==> config.mk <==
export PLATFORM = sky130hd
export DESIGN_NAME = ln_range_reduce_seq_flat
export DESIGN_NICKNAME = d
export VERILOG_FILES = /design/src/rtl/ln_range_reduce_seq_if.sv /design/src/rtl/ln_range_reduce_seq.sv /design/src/flat_wrapper.sv
export SDC_FILE = /design/constraint.sdc
export NUM_CORES = 1
export LEC_CHECK = 0
export CORE_MARGIN = 2
export CORE_UTILIZATION = 45
export DETAILED_ROUTE_END_ITERATION = 10
export HOLD_SLACK_MARGIN = 0.02
export PLACE_DENSITY = 0.76
export SYNTH_ARGS = -nofsm -noshare
export SYNTH_HDL_FRONTEND = slang
export SYNTH_SLANG_ARGS = --single-unit
==> constraint.sdc <==
create_clock -name clk -period 3.5 [get_ports clk]
set_input_delay 1.05 -clock clk [delete_from_list [all_inputs] [get_ports clk]]
set_output_delay 1.05 -clock clk [all_outputs]
set_load 0.01 [all_outputs]
==> src/rtl/ln_range_reduce_seq_if.sv <==
// Handshake bundle for ln_range_reduce_seq: operand in, (n, x) result out.
// The master side drives operands and accepts results; the slave side is the reducer.
interface ln_range_reduce_seq_if;
  logic        in_valid;
  logic        in_ready;
  logic [31:0] in_a;
  logic        out_valid;
  logic        out_ready;
  logic [31:0] out_n;
  logic [31:0] out_x;

  modport master (
    output in_valid, in_a, out_ready,
    input  in_ready, out_valid, out_n, out_x
  );

  modport slave (
    input  in_valid, in_a, out_ready,
    output in_ready, out_valid, out_n, out_x
  );
endinterface

==> src/rtl/ln_range_reduce_seq.sv <==
// Range reduction for the ln path: halves a single-precision operand until it drops below 2.0.
// Define LN_REDUCE_ONESHOT_EN to compute the halving count in one cycle instead of iterating.
module ln_range_reduce_seq #(
  parameter int MAX_ITER = 30
) (
  input  logic                 clk,
  input  logic                 rst,
  ln_range_reduce_seq_if.slave bus,
  output logic                 busy
);

  localparam int CW = $clog2(MAX_ITER + 1);

  typedef enum logic [1:0] {IDLE, REDUCE, DONE} state_t;

  state_t      state;
  state_t      state_next;
  logic [31:0] x;
  logic [31:0] res_x;
  logic [7:0]  res_k;
  logic        finish;
  logic        lt2;
  logic [7:0]  exp_f;
  logic [31:0] out_n_q;
  logic [31:0] out_x_q;

  // Exact int-to-float for counts up to 255; the leading one falls off the top of the mantissa.
  function automatic logic [31:0] count_to_float(input logic [7:0] c);
    logic [31:0] f;
    logic [22:0] m;
    int          msb;
    f   = '0;
    msb = 0;
    for (int i = 0; i < 8; i++) begin
      if (c[i]) msb = i;
    end
    m = 23'(c) << (23 - msb);
    if (c != 8'd0) f = {1'b0, 8'(127 + msb), m};
    return f;
  endfunction

  // Exactly 1.0 is the ln unit's singular point, so step one ulp above it.
  function automatic logic [31:0] nudge(input logic [31:0] v);
    return (v == 32'h3F800000) ? 32'h3F800001 : v;
  endfunction

  assign exp_f = x[30:23];
  assign lt2   = x[31] || (x[30:0] < 31'h40000000);

`ifdef LN_REDUCE_ONESHOT_EN
  always_comb begin
    res_k  = '0;
    res_x  = x;
    finish = 1'b1;
    if (!lt2) begin
      if (exp_f == 8'hFF) begin
        res_k = 8'(MAX_ITER);
      end else if ((int'(exp_f) - 127) > MAX_ITER) begin
        res_k = 8'(MAX_ITER);
      end else begin
        res_k = exp_f - 8'd127;
      end
      if (exp_f != 8'hFF) res_x[30:23] = exp_f - res_k;
    end
  end
`else
  logic [CW-1:0] cnt;

  always_comb begin
    finish = lt2 || (cnt == CW'(MAX_ITER));
    res_k  = 8'(cnt);
    res_x  = x;
  end
`endif

  always_ff @(posedge clk) begin
    if (rst) state <= IDLE;
    else     state <= state_next;
  end

  always_comb begin
    state_next = state;
    case (state)
      IDLE:    if (bus.in_valid)  state_next = REDUCE;
      REDUCE:  if (finish)        state_next = DONE;
      DONE:    if (bus.out_ready) state_next = IDLE;
      default:                    state_next = IDLE;
    endcase
  end

  always_ff @(posedge clk) begin
    if (rst) begin
      x       <= '0;
      out_n_q <= '0;
      out_x_q <= '0;
`ifndef LN_REDUCE_ONESHOT_EN
      cnt     <= '0;
`endif
    end else if (state == IDLE && bus.in_valid) begin
      x <= bus.in_a;
`ifndef LN_REDUCE_ONESHOT_EN
      cnt <= '0;
`endif
    end else if (state == REDUCE) begin
      if (finish) begin
        out_x_q <= nudge(res_x);
        out_n_q <= count_to_float(res_k);
      end else begin
`ifdef LN_REDUCE_ONESHOT_EN
        x <= x;
`else
        // Inf/NaN keep their exponent and only run down the iteration cap.
        if (exp_f != 8'hFF) x[30:23] <= exp_f - 8'd1;
        cnt <= cnt + CW'(1);
`endif
      end
    end
  end

  assign bus.in_ready  = (state == IDLE) && !rst;
  assign bus.out_valid = (state == DONE);
  assign bus.out_n     = out_n_q;
  assign bus.out_x     = out_x_q;
  assign busy          = (state != IDLE);

endmodule

==> src/flat_wrapper.sv <==
// flat-port wrapper written by rule: the top's interface ports become plain ports
module ln_range_reduce_seq_flat 
#(
  parameter int MAX_ITER = 30
)
  (clk, rst, busy, bus_in_valid, bus_in_a, bus_out_ready, bus_in_ready, bus_out_valid, bus_out_n, bus_out_x);
  ln_range_reduce_seq_if bus_i ();
  input  logic clk;
  input  logic rst;
  output logic busy;
  input wire logic [$bits(bus_i.in_valid)-1:0] bus_in_valid;
  input wire logic [$bits(bus_i.in_a)-1:0] bus_in_a;
  input wire logic [$bits(bus_i.out_ready)-1:0] bus_out_ready;
  output wire logic [$bits(bus_i.in_ready)-1:0] bus_in_ready;
  output wire logic [$bits(bus_i.out_valid)-1:0] bus_out_valid;
  output wire logic [$bits(bus_i.out_n)-1:0] bus_out_n;
  output wire logic [$bits(bus_i.out_x)-1:0] bus_out_x;
  assign bus_i.in_valid = bus_in_valid;
  assign bus_i.in_a = bus_in_a;
  assign bus_i.out_ready = bus_out_ready;
  assign bus_in_ready = bus_i.in_ready;
  assign bus_out_valid = bus_i.out_valid;
  assign bus_out_n = bus_i.out_n;
  assign bus_out_x = bus_i.out_x;
  ln_range_reduce_seq #(.MAX_ITER(MAX_ITER)) u_core (.clk(clk), .rst(rst), .bus(bus_i), .busy(busy));
endmodule
== Word level (Yosys, flattened, before mapping) ==
Cells that the tools add are included.

* Input port bits: 36
* Logic and storage cells: 56
* Output and inout bits: 67
* Bits in registers: 103

* Bitwise gates (word level): 2
* Reductions and logical operators: 15
* Shift operators: 1
* $lt $le $gt $ge: 1
* $add $sub $neg: 4
* Eq/ne operators: 9
* Multiplexer cells: 18

{| class="wikitable"
|+ Operators with widths
! kind !! number
|-
| two-way mux 32 bit || 5
|-
| equality test 32 x 30 -> 1 bit (second input constant) || 1
|-
| two-way mux 8 bit || 4
|-
| << shifter 5 x 32 -> 23 bit || 1
|-
| subtractor 6 x 32 -> 32 bit (first input constant) || 1
|-
| < comparator 31 bit (second input constant) || 1
|-
| two-way mux 31 bit || 1
|-
| two-way mux 2 bit || 5
|-
| AND reduction 3 bit || 3
|-
| adder 8 bit (first input constant) || 1
|-
| != test 8 bit (second input constant) || 1
|-
| nonzero test 8 bit || 1
|-
| subtractor 8 x 1 -> 8 bit (second input constant) || 1
|-
| != test 2 bit (second input constant) || 3
|-
| one-hot mux 2 bit (3 select lines) || 1
|-
| nonzero test 2 bit || 3
|-
| adder 5 x 1 -> 5 bit (second input constant) || 1
|-
| equality test 5 bit (second input constant) || 1
|-
| two-way mux 3 bit || 1
|-
| equality test 2 x 1 -> 1 bit (second input constant) || 1
|-
| equality test 2 bit (second input constant) || 1
|-
| logical AND 1 bit || 2
|-
| logical NOT 2 bit || 1
|-
| logical OR 1 bit || 2
|-
| other kinds (6) || 7
|}

== Logic depth before layout (Yosys ltp) ==
Gate-level depths: netlist of run 1.

* Depth in word-level cells: 11
* Depth in mapped cells: 8
* Gate-level depth less buffers: 6

== Worst setup path before layout of run 1 ==
Ideal clock, no wire load.

* Path type: input -> output
* Start point: input rst
* End point: output bus_in_ready
* Data required time: 2.450 ns
* Cell stages on the path: 3
* Setup slack: 0.741 ns
* Path buffers: 2
* Arrival: 1.709 ns
* Cells stage by stage: clkbuf_1 clkbuf_1 nor2_1

* Longest elaborated chain between the ends: 2

{| class="wikitable"
|+ Ends and longest elaborated chain
! what !! line !! text
|-
| start, declared || flat_wrapper.sv:9 || <nowiki>input logic rst;</nowiki>
|-
| logical NOT 1 bit || ln_range_reduce_seq.sv:120 || <nowiki>assign bus.in_ready = (state == IDLE) && !rst;</nowiki>
|-
| logical AND 1 bit || ln_range_reduce_seq.sv:120 ||
|-
| end, declared || flat_wrapper.sv:14 || <nowiki>output wire logic [$bits(bus_i.in_ready)-1:0] bus_in_ready;</nowiki>
|}

Every way passes these cells.

== Final worst setup path of run 1 ==
Same ends and word-level chain as after synthesis.

==> results of run 1 <==
[path summary, 6_finish.rpt]
check | startpoint | to | slack (ps)
max | rst | bus_in_ready | 630
min | u_core.bus.out_x[27]$_SDFFE_PP0P_ | u_core.bus.out_x[27]$_SDFFE_PP0P_ | 460
max reg2reg | u_core.cnt[0]$_SDFFE_PP0P_ | u_core.bus.out_n[28]$_SDFFE_PP0P_ | 1100
min reg2reg | u_core.bus.out_x[27]$_SDFFE_PP0P_ | u_core.bus.out_x[27]$_SDFFE_PP0P_ | 460
[placed cells by master (no fill, tap or decap), drive strengths merged, types with 2 or more instances in the layout]
master         synthesis  layout
nand2                121     121
clkdlybuf4s50          0      84
dfxtp                 84      84
a21oi                 67      67
nor2                  22      22
conb                   1      17
inv                   11      11
clkbuf                12      10
nor3                   9       9
nand3                  8       8
nor4                   7       7
buf                   34       7
ha                     6       6
o21ai                  6       6
nand4                  5       5
nor2b                  4       4
or3                    4       4
a22oi                  4       4
and3                   4       4
a211oi                 4       4
or2                    3       3
nor4b                  3       3
or4                    3       3
xnor2                  3       3
o31ai                  3       3
clkinvlp               0       3
bufinv                 0       3
nand2b                 2       2
xor2                   2       2
a311oi                 2       2
a31oi                  2       2
[routing by layer]
layer	share of wire, %	routed length, um
met1	45	3930
met2	48	4220
met3	5.4	476
met4	1.5	130
met5	0	0
[flip-flops by register name (all words and copies together) (netlist names)]
name and count:
u_core.cnt 5, u_core.res_x 32, u_core.state 2, u_core.bus.out_x 32, u_core.bus.out_n 13
[final cells by class]
class / instances / share of cell area (%)
Clock buffer: 10 / 2.75
Sequential cell: 84 / 36.2
Multi-Input combinational cell: 325 / 35.8
Timing Repair Buffer: 91 / 19.2
Tap cell: 102 / 2.75
Inverter: 11 / 0.889
Clock inverter: 6 / 2.43
[worst max-delay path, stage by stage]
cell,delay (ps)
buf_2,120
nor2_1,110
clkdlybuf4s50_1,540
[kinds of logic after synthesis]
kind of cell,Yosys count
AND/OR/NAND/NOR,201
AO/OA/AOI/OAI,96
flip-flops,84
buffers and inverters,57
adder cells (fa/ha/maj),6
XOR/XNOR,5
other,1
[where the power goes]
group	total (uW)	internal, uW	switching (uW)
clock	815	474	342
sequential	1040	995	40.8
combinational	250	113	138
total	2100	1580	520
[per-stage QoR]
stage	instance area, um^2	total power, uW	utilization, %	worst slack [ps]	hold slack, ps
floorplan	3630	1210	-	741	445
global placement	4400	1300	57.0	625	442
detailed placement	4400	1310	57.0	615	447
CTS	4640	2120	60.1	614	458
global route	4640	2190	60.1	561	478
finish	4640	2100	60.1	629	457
==> flow_metrics.env, run 1 <==
export IMPL_status="complete, no violations"
export IMPL_first_pass_iters=4
export IMPL_rr_worst_depth=7
export IMPL_regArea_um2=1680
export IMPL_place_congestion=0.870
export IMPL_grt_busiest_layer="met2"
export IMPL_cts_buffers=9
export IMPL_synth_ff_latch_count=84
export IMPL_vias=3249
export IMPL_synth_cell_area_um2=3570
export IMPL_required_ps=2450
export IMPL_postRouteWirelength_um=8760
export IMPL_min_period_ps=2870
export IMPL_htree_num_levels=3
export IMPL_antenna_found_initial=0
export IMPL_cts_tree="built"
export IMPL_grt_pass1_wl_um=14200
export IMPL_synthSimpleGateAreaFrac_pct=25.4
export IMPL_worstSetupPathType="input port to output pin"
export IMPL_n_fill_cell=712
export IMPL_drc=0
export IMPL_synth_top_area_share_pct=47.0
export IMPL_clk_pin_slew_ps=80
export IMPL_avgSynthCellArea_um2=7.94
export IMPL_synth_area_leaders="dfxtp_1 47%, nand2_1 13%, a21oi_1 9.4%, buf_4 4.2%, nor2_1 2.3%"
export IMPL_start_util_pct=46.3
export IMPL_track_usage_pct=20.7
export IMPL_io_buffer_count=85
export IMPL_cp_max_fo=2
export IMPL_io_pins=103
export IMPL_met2_usage_pct=33.0
export IMPL_synth_edff_count=0
export IMPL_avgViaCountPerCell=5.17
export IMPL_layout_drive_gt1_share_pct=5.88
export IMPL_drv_slew=0
export IMPL_grt_max_degree=77
export IMPL_cts_buffer_depth=2
export IMPL_area_growth_pct=29.9
export IMPL_dpl_hpwl_um=6120
export IMPL_fp_dieW_um=93.1
export IMPL_clock_latency_ps=360
export IMPL_synth_adder_area_share_pct=2.10
export IMPL_cts_sinks=84
export IMPL_synth_top_family_by_area="simple AND/OR/NAND/NOR gates"
export IMPL_fin_crit_sh_pct=82.0
export IMPL_tns_ps=0
export IMPL_worst_pin_slew_ps=760
export IMPL_ys_flop_type="dfxtp_1"
export IMPL_hold_viol_final=0
export IMPL_drt_iter0_drc=183
export IMPL_dieArea_um2=8670
export IMPL_diodes=0
export IMPL_yosysSeqAreaShare_pct=47.0
export IMPL_netlist_instances=450
export IMPL_ant_nets=0
export IMPL_multi_input_area_um2=1660
export IMPL_crit_path_end_kind="output pin"
export IMPL_finalSetupViolCount=0
export IMPL_whs_path_depth=2
export IMPL_async_reset_ff_share_pct=0
export IMPL_cts_root_buffer="clkbuf_8"
export IMPL_hold_path_class="register to register"
export IMPL_core_area_um2=7730
export IMPL_die_h_um=93.1
export IMPL_slew_headroom_pct=49.3
export IMPL_synth_mux_area_share_pct=0
export IMPL_grt_setup_unrepaired="false"
export IMPL_rows=32
export IMPL_synth_commonest_cells="121 x nand2_1, 84 x dfxtp_1, 67 x a21oi_1"
export IMPL_cts_setup_buffers=0
export IMPL_grt_use_met3_pct=3.46
export IMPL_yosys_area_top_type="dfxtp_1"
export IMPL_finalClockSkew_ps=8.42
export IMPL_nNetsFinal=564
export IMPL_grt_pass1_vias=2990
export IMPL_powerDensity_nw_per_um2=453
export IMPL_gr_total_overflow=0
export IMPL_synth_cell_types=45
export IMPL_synth_compound_area_share_pct=15.5
export IMPL_synth_warnings=0
export IMPL_leakagePower_uw=0.00166
export IMPL_synth_most_common_cell="nand2_1"
export IMPL_synth_xor_area_share_pct=1.23
export IMPL_dp_cells=613
export IMPL_met1_usage_pct=27.2
export IMPL_cap_violations=0
export IMPL_irDropWorstVdd_uv=217
export IMPL_startpoint_type="input port"
export IMPL_fmax_mhz=348
export IMPL_crit_arrival_ps=1820
export IMPL_drt_wirelength_per_cell_um=13.9
export IMPL_cts_hold_buffers_added=0
export IMPL_cts_resized_gates=0
export IMPL_finalNonFillerCells=629
Power figures use the tool's default switching activity.
==> run 2, diff against run 1 <==
--- a/config.mk
+++ b/config.mk
@@ -6,7 +6,7 @@
 export NUM_CORES = 1
 export LEC_CHECK = 0
 export CORE_MARGIN = 2
-export CORE_UTILIZATION = 45
+export CORE_UTILIZATION = 43
 export DETAILED_ROUTE_END_ITERATION = 10
 export HOLD_SLACK_MARGIN = 0.02
 export PLACE_DENSITY = 0.76
==> constraint.sdc (replaced) <==
create_clock -name clk -period 2.4 [get_ports clk]
set_input_delay 0.72 -clock clk [delete_from_list [all_inputs] [get_ports clk]]
set_output_delay 0.72 -clock clk [all_outputs]
set_load 0.01 [all_outputs]
==> flow_metrics.env, run 2 (synthesis results as in run 1) <==
export IMPL_status="complete, no violations"
export IMPL_worstPathCellList="or2_2 -> clkdlybuf4s50_1"
export IMPL_power_uw=2950
export IMPL_nNetsFinal=568
export IMPL_powerDensity_nw_per_um2=631
export IMPL_slew_headroom_pct=61.8
export IMPL_tns_ps=0
export IMPL_grt_setup_unrepaired="false"
export IMPL_antenna_found_initial=0
export IMPL_cap_violations=0
export IMPL_fin_crit_sh_pct=94.9
export IMPL_worst_pin_slew_ps=565
export IMPL_diodes=0
export IMPL_drt_wirelength_per_cell_um=14.1
export IMPL_rows=33
export IMPL_dpl_hpwl_um=6400
export IMPL_slowest_stage="clkdlybuf4s50_1"
export IMPL_fp_dieW_um=95.2
export IMPL_hold_viol_final=0
export IMPL_required_ps=1680
export IMPL_cts_buffers=9
export IMPL_hold_path_class="register to register"
export IMPL_grt_pass1_wl_um=14500
export IMPL_fmax_mhz=439
export IMPL_die_h_um=95.2
export IMPL_crit_path_end_kind="output pin"
export IMPL_first_pass_iters=5
export IMPL_ant_nets=0
export IMPL_startpoint_type="register"
export IMPL_finalSetupViolCount=0
export IMPL_min_period_ps=2280
export IMPL_leakagePower_uw=0.00169
export IMPL_cp_max_fo=8
export IMPL_cp_num_buf_inv=1
export IMPL_io_buffer_count=85
export IMPL_cts_setup_buffers=0
export IMPL_clk_pin_slew_ps=80
export IMPL_setup_worst_path_start="u_core.state[0]$_SDFFE_PP0P_"
export IMPL_final_area_um2=4670
export IMPL_layout_drive_gt1_share_pct=6.97
export IMPL_clock_latency_ps=350
export IMPL_place_congestion=0.865
export IMPL_grt_max_degree=45
export IMPL_io_pins=103
export IMPL_gr_total_overflow=0
export IMPL_cts_buffer_depth=2
export IMPL_avgViaCountPerCell=5.17
export IMPL_cts_sinks=84
export IMPL_crit_family="buffers and inverters"
export IMPL_cts_tree="built"
export IMPL_cpPeakStageDelay_ps=490
export IMPL_cts_root_buffer="clkbuf_8"
export IMPL_postPlaceCellArea_um2=4460
export IMPL_drc=0
export IMPL_worstSetupPathType="register to output pin"
export IMPL_htree_num_levels=3
export IMPL_final_common_cell="nand2_1"
export IMPL_area_growth_pct=30.7
export IMPL_start_util_pct=43.9
export IMPL_vias=3285
export IMPL_grt_pass1_vias=3041
export IMPL_postRouteWirelength_um=8960
export IMPL_irDropWorstVdd_uv=308
export IMPL_core_area_um2=8130
export IMPL_drv_slew=0
export IMPL_track_usage_pct=20.4
export IMPL_finalClockSkew_ps=10.1
export IMPL_hold_path_startpoint="u_core.bus.out_x[28]$_SDFFE_PP0P_"
export IMPL_final_cell_mix="121 x nand2_1, 83 x clkdlybuf4s50_1, 83 x dfxtp_1"
export IMPL_drt_iter0_drc=199
export IMPL_dieArea_um2=9060
export IMPL_rr_startpoint="u_core.cnt[0]$_SDFFE_PP0P_"
export IMPL_crit_arrival_ps=1560
==> run 2: cell type report <==
| cell class | count | area [um^2] |
|---|---|---|
| inverter | 11 | 41.3 |
| timing repair buffer | 95 | 945 |
| multi-input combinational | 325 | 1660 |
| clock buffer | 11 | 151 |
| clock inverter | 5 | 60.1 |
| tap | 105 | 131 |
| fill | 728 | 3460 |
| sequential | 84 | 1680 |
==> run 2: timing repair <==
action | CTS | global route
endpoints found under the setup margin | 1 | 1
resized for setup | 1 | 1
hold buffers | 0 | 0
==> run 2: per-layer routing <==
| layer | vias to the layer above | GRT usage, % | wire [um] |
|---|---|---|---|
| met5 | - | 0 | 0 |
| met4 | 0 | 7.49 | 151 |
| met3 | 12 | 3.95 | 420 |
| met2 | 111 | 31.7 | 4120 |
| met1 | 1524 | 28.0 | 4270 |
| li1 | 1638 | - | - |
==> run 2: through the flow <==
| step | setup WS (ps) | util, % | hold slack [ps] | std cells |
|---|---|---|---|---|
| after floorplan | 301 | - | 445 | 466 |
| after global placement | 157 | 54.8 | 442 | 620 |
| after detailed placement | 113 | 54.8 | 446 | 620 |
| after CTS | 45.4 | 57.4 | 458 | 636 |
| after global routing | 63.5 | 57.4 | 480 | 636 |
| final | 121 | 57.4 | 455 | 636 |
==> run 2: where the power goes <==
part | leakage, uW | switching (uW) | internal [uW]
Sequential | 0.000684 | 60.2 | 1450
Combinational | 0.000900 | 205 | 175
Clock | 0.000106 | 516 | 540
Total | 0.00169 | 781 | 2170
==> run 2: path summary, 6_finish.rpt <==
| kind | slack [ps] | depth (start not counted) | to |
|---|---|---|---|
| setup / recovery | 120 | 2 | busy |
| hold / removal | 460 | 2 | u_core.bus.out_x[28]$_SDFFE_PP0P_ |
| setup reg to reg | 290 | 7 | u_core.bus.out_x[26]$_SDFFE_PP0P_ |
| hold reg to reg | 460 | 2 | u_core.bus.out_x[28]$_SDFFE_PP0P_ |
==> run 2: tightest hold or removal path: stages (launching register included) <==
cell,delay (ps)
dfxtp_1,310
nand2_1,50
a21oi_1,50
